**config.mk**
```make
export PLATFORM = sky130hd
export DESIGN_NAME = bcd_acc
export DESIGN_NICKNAME = d
export VERILOG_FILES = /design/src/rtl/bcd_acc.sv
export SDC_FILE = /design/constraint.sdc
export NUM_CORES = 1
export LEC_CHECK = 0
export ABC_AREA = 1
export CORE_UTILIZATION = 36
export DETAILED_ROUTE_END_ITERATION = 10
export GPL_TIMING_DRIVEN = 0
export HOLD_SLACK_MARGIN = 0.08
export SLEW_MARGIN = 40
export SYNTH_ARGS = -nofsm -noshare
export SYNTH_HDL_FRONTEND = slang
export SYNTH_SLANG_ARGS = --single-unit
```
**constraint.sdc**
```tcl
create_clock -name clk -period 3.1 [get_ports clk]
set_clock_uncertainty 0.1 [all_clocks]
set_input_delay 0.775 -clock clk [delete_from_list [all_inputs] [get_ports clk]]
set_output_delay 0.775 -clock clk [all_outputs]
set_load 0.01 [all_outputs]
```
**src/rtl/bcd_acc.sv**
```systemverilog
`default_nettype none
// ============================================================================
// Module   : bcd_acc
// Purpose  : Digit-serial packed-BCD accumulator. Each accepted two-digit BCD
//            operand (tens d, units u) is added to an NDIG-digit running total,
//            one BCD digit per clock, under a valid/ready handshake.
// Ports    : clk       - rising-edge clock
//            rst_n     - asynchronous active-low reset
//            in_valid  - operand (d,u) presented
//            in_ready  - operand can be accepted (IDLE and not clearing)
//            d, u      - operand tens / units digits, BCD
//            clr       - synchronous clear of total and flags
//            acc       - running total, packed BCD, digit 0 in bits [3:0]
//            out_valid - one-cycle pulse, operation finished, acc updated
//            ovf       - sticky overflow flag
//            err       - one-cycle pulse with out_valid, operand was not BCD
// Options  : BCD_ACC_SATURATE_EN - when defined, overflow forces acc to all-9s
//            instead of wrapping modulo 10^NDIG.
// Revision : 1.0 - initial release
// ============================================================================
module bcd_acc #(
    parameter int NDIG = 3
) (
    input  logic              clk,
    input  logic              rst_n,
    input  logic              in_valid,
    output logic              in_ready,
    input  logic [3:0]        d,
    input  logic [3:0]        u,
    input  logic              clr,
    output logic [4*NDIG-1:0] acc,
    output logic              out_valid,
    output logic              ovf,
    output logic              err
);

    typedef enum logic [1:0] {
        S_IDLE = 2'd0,
        S_ADD  = 2'd1,
        S_DONE = 2'd2
    } state_t;

    // Digit index width covers NDIG up to 8.
    localparam int c_KW = 3;
`ifdef BCD_ACC_SATURATE_EN
    localparam logic [4*NDIG-1:0] c_NINES = {NDIG{4'h9}};
`endif

    state_t              r_state;
    state_t              w_next;
    logic [4*NDIG-1:0]   r_acc;
    logic [7:0]          r_opd;
    logic                r_carry;
    logic [c_KW-1:0]     r_k;
    logic                r_err_pend;
    logic                r_ovf;
    logic                r_out_valid;
    logic                r_err;

    logic                w_accept;
    logic                w_opd_bad;
    logic                w_last;
    logic [3:0]          w_opd_dig;
    logic [3:0]          w_acc_dig;
    logic [4:0]          w_sum;
    logic                w_gt9;
    logic [3:0]          w_new_dig;

    assign in_ready  = (r_state == S_IDLE) && !clr;
    assign w_accept  = in_valid && in_ready;
    assign w_opd_bad = (d > 4'd9) || (u > 4'd9);
    assign w_last    = (r_k == c_KW'(NDIG - 1));

    // Operand digits above the tens position are implicitly zero.
    always_comb begin
        w_opd_dig = 4'd0;
        if (r_k == c_KW'(0))
            w_opd_dig = r_opd[3:0];
        else if (r_k == c_KW'(1))
            w_opd_dig = r_opd[7:4];
    end

    assign w_acc_dig = r_acc[{r_k, 2'b00} +: 4];
    assign w_sum     = {1'b0, w_acc_dig} + {1'b0, w_opd_dig} + {4'd0, r_carry};
    assign w_gt9     = (w_sum > 5'd9);
    // s-10 modulo 16 equals s+6 modulo 16, so the decimal-adjust stays 4 bits.
    assign w_new_dig = w_gt9 ? (w_sum[3:0] + 4'd6) : w_sum[3:0];

    // Next-state logic
    always_comb begin
        w_next = r_state;
        case (r_state)
            S_IDLE: if (w_accept) w_next = w_opd_bad ? S_DONE : S_ADD;
            S_ADD:  if (w_last)   w_next = S_DONE;
            S_DONE: w_next = S_IDLE;
            default: w_next = S_IDLE;
        endcase
        if (clr)
            w_next = S_IDLE;
    end

    // State register
    always_ff @(posedge clk or negedge rst_n) begin
        if (!rst_n)
            r_state <= S_IDLE;
        else
            r_state <= w_next;
    end

    // Datapath and output registers
    always_ff @(posedge clk or negedge rst_n) begin
        if (!rst_n) begin
            r_acc       <= '0;
            r_opd       <= '0;
            r_carry     <= 1'b0;
            r_k         <= '0;
            r_err_pend  <= 1'b0;
            r_ovf       <= 1'b0;
            r_out_valid <= 1'b0;
            r_err       <= 1'b0;
        end else if (clr) begin
            // Aborts any operation in flight without reporting it.
            r_acc       <= '0;
            r_opd       <= '0;
            r_carry     <= 1'b0;
            r_k         <= '0;
            r_err_pend  <= 1'b0;
            r_ovf       <= 1'b0;
            r_out_valid <= 1'b0;
            r_err       <= 1'b0;
        end else begin
            r_out_valid <= 1'b0;
            r_err       <= 1'b0;
            case (r_state)
                S_IDLE: begin
                    if (w_accept) begin
                        r_opd      <= {d, u};
                        r_carry    <= 1'b0;
                        r_k        <= '0;
                        r_err_pend <= w_opd_bad;
                    end
                end
                S_ADD: begin
                    r_acc[{r_k, 2'b00} +: 4] <= w_new_dig;
                    r_carry                  <= w_gt9;
                    r_k                      <= r_k + c_KW'(1);
                end
                S_DONE: begin
                    r_out_valid <= 1'b1;
                    r_err       <= r_err_pend;
                    // Carry is always clear for a rejected operand.
                    if (r_carry) begin
                        r_ovf <= 1'b1;
`ifdef BCD_ACC_SATURATE_EN
                        r_acc <= c_NINES;
`endif
                    end
                end
                default: ;
            endcase
        end
    end

    assign acc       = r_acc;
    assign out_valid = r_out_valid;
    assign ovf       = r_ovf;
    assign err       = r_err;

endmodule
`default_nettype wire

```
==> results.yml <==
timing:
  setup_violations: 0
  maxClockFrequency_mhz: 328
  rsz0062_at_grt: "true"
  hold_viol_final: 0
  maxSlewViolCount: 0
  fin_crit_ps: 3050
  worstMarginPinSlew_ps: 556
  relSlewSlack_pct: 62.8
  fin_crit_sh_pct: 98.4
global_route:
  overflow: 0
  grt_pass1_vias: 1610
  grt_pass1_wl_mm: 7.57
  grt_max_degree: 24
  antenna_found_initial: 0
  track_usage_pct: 18.9
synthesis:
  synth_warnings: 0
  synth_ff_type: "dfrtp_1"
  ys_seq_area_share_pct: 42.3
  postSynthCellCount: 226
  syn_nets: 249
  synth-seq-cells: 30
  synth_top_area_share_pct: 42.3
  synth_commonest_cells: "50 x nand2_1, 40 x inv_1, 30 x dfrtp_1"
  synth.distinct_cells: 28
  syn_avg_cell_area_um2: 7.85
  ys_async_sr_fraction_pct: 100
  synthesis.area_um2: 1770
  synth.most_common_cell: "nand2_1"
  synth_edf_count: 0
  synth_top_cells_by_area: "dfrtp_1 42%, nand2_1 11%, inv_1 8.5%"
  yosysTopAreaCell: "dfrtp_1"
placement:
  dp_cells: 321
  numPortBuffers: 27
  dp_hpwl_mm: 3.18
  gp_congestion: 0.867
setup_path:
  crit_path_end: "acc[9]"
  worstPathRequired_ps: 3160
  endpoint_kind: "flip-flop"
  r2r_start: "r_k[1]"
  reg2reg_to: "acc[9]"
  timing.critical_path.mode_cell: "ha_4"
  path_buf_inv: 4
  cp-startpoint: "r_k[1]"
  worst-path-stages: 18
  reg2reg_depth: 18
  max_stage_delay_ps: 550
  cp_slowest_cell: "fa_2"
  crit_path_start_kind: "flip-flop"
  cp_cell_sequence: "inv_2 -> ha_4 -> ha_4 -> inv_6 -> nand3_2 -> o21ai_2 -> fa_2 -> fa_2 -> inv_2 -> ha_4 -> inv_4 -> nor2_2 -> a21oi_2 -> nand2_2 -> nand2_4 -> nand2_4 -> nand3_2 -> nand2_1"
  criticalPathCategory: "reg2reg"
  path_max_fanout: 5
  reg2reg_slack_ps: 50
  cp_top_family: "adder cells"
  cp.arrival_ps: 3110
die:
  ioPinCount: 28
  num_rows: 25
  die-area_um2: 5210
  die_y_um: 72.2
  initial_core_util_pct: 37.6
  die_x_um: 72.2
  core_um2: 4720
routing:
  met3_length_um: 251
  drc_errors: 0
  wl_met2_mm: 2.15
  num_vias: 1662
  ant_nets: 0
  wl_met1_mm: 2.02
  drt_iter0_markers: 143
  top_layer: "met4"
  drtPass1Iterations: 4
  via_per_inst: 4.87
  wl_per_cell_um: 13.1
  wirelength_mm: 4.48
power_and_ir_drop:
  clockPowerShare_pct: 28.0
  powerDensity_nw_per_um2: 417
  power.switching_uw: 339
  p_int_uw: 704
  power_uw: 1040
  p_leak_uw: 0.00121
  seq_power_share_pct: 40.1
  vdd_ir_drop_max_uv: 225
  swShare_pct: 32.5
  comb_power_share_pct: 31.8
layout:
  antenna-diode-count: 0
  layout-drive-gt1-share_pct: 24.8
  fillCellCount: 450
  regArea_um2: 751
  multi_input_area_um2: 1010
  area_growth_pct: 41.1
  fin_cells: 341
  nets: 297
clock_network:
  clock_latency_ps: 280
  holdBufCountCts: 0
  cts.sinks: 30
  cts_buffers: 5
  path_clk_slew_ps: 60
  clockBufferDepth: 2
  cts_tree: "built"
  htreeDepth: 2
  cts_root_buf: "clkbuf_8"
run_status:
  status: "completed"
run:
  maxCapViolations: 0
worst_hold_path:
  hold_class: "in2async"
[sequential cells by signal, summed over array words and instances (netlist names)]
| name | cells |
|---|---|
| ovf | 1 |
| acc | 12 |
| r_state | 2 |
| r_carry | 1 |
| r_err_pend | 1 |
| r_k | 3 |
| r_opd | 8 |
| out_valid | 1 |
| err | 1 |
[worst min-delay path by stage]
stage | start | to | slack (ps) | cells after the start
after floorplan | r_state[0] | err | 350 | 1
after global placement | r_opd[5] | r_opd[5] | 380 | 2
after detailed placement | r_opd[5] | r_opd[5] | 380 | 2
after CTS | rst_n | acc[3] | 260 | 1
after global routing | rst_n | acc[3] | 260 | 1
final | rst_n | acc[3] | 260 | 1
[layer usage]
metal	global-route usage, %	vias up
met4	5.88	0
met3	3.89	9
li1	-	837
met5	0	-
met2	29.7	48
met1	26.2	768
[power by group through the flow]
stage	Sequential, µW	Combinational (µW)	Clock [µW]
finish	419	332	293
floorplan	424	148	0
global placement	425	215	0
global route	420	364	327
detailed placement	425	220	0
CTS	418	278	302
[cells in the final DEF (no fill, tap or decap), types with 4 or more instances in the layout]
cell	Yosys	layout
dfrtp_1	30	30
clkbuf_8	0	5
ha_1	9	6
nand3_1	29	17
inv_1	40	35
o22ai_1	6	6
a21oi_1	6	4
nor2_1	15	13
nand3_2	1	13
o21ai_0	11	9
nand2_1	50	43
buf_4	0	13
nand2_4	2	6
clkdlybuf4s50_1	0	25
[worst reg2reg max path: cells and delay by family, from the launching register on]
kind,cells,cell delay (ps)
AOI/OAI and AO/OA,2,190
adders and majority gates,5,1390
buffers and inverters,4,270
DFF,1,440
and+or+nand+nor,7,550
[area by class of cell]
class / instances / area share, %
Multi-Input combinational cell: 151 / 40.2
Clock buffer: 7 / 3.05
Sequential cell: 30 / 30.0
Tap cell: 67 / 3.35
Inverter: 44 / 7.45
Buffer: 1 / 0.450
Timing Repair Buffer: 41 / 15.5
[metrics by stage]
stage	hold slack (ps)	worst slack [ps]	cell area [µm²]	setup TNS (ps)	utilization, %
4_1_cts	260	-10.6	2410	-10.6	51.0
3_3_place_gp	377	-295	2140	-2800	45.3
5_1_grt	262	-66.5	2500	-552	53.0
3_5_place_dp	380	-343	2160	-3170	45.8
6_report	256	50.8	2500	0	53.0
2_1_floorplan	353	6.57	1790	0	-
[repair_timing]
action                     in CTS  in global routing
setup buffers                   9                  4
setup endpoints to repair      11                 10
pin swaps                       7                  9
gates resized for setup        29                 17
[logic make-up (layout without fill, tap and decap cells)]
logic type                 Yosys count  in the layout  share of synthesized area, %
and+or+nand+nor                    107            107                          27.6
DFF                                 30             30                          42.3
adders and majority gates           11             11                          8.60
buffers and inverters               45             93                          9.80
AOI/OAI and AO/OA                   33             33                          11.6
(Power assumes the default switching activity.)
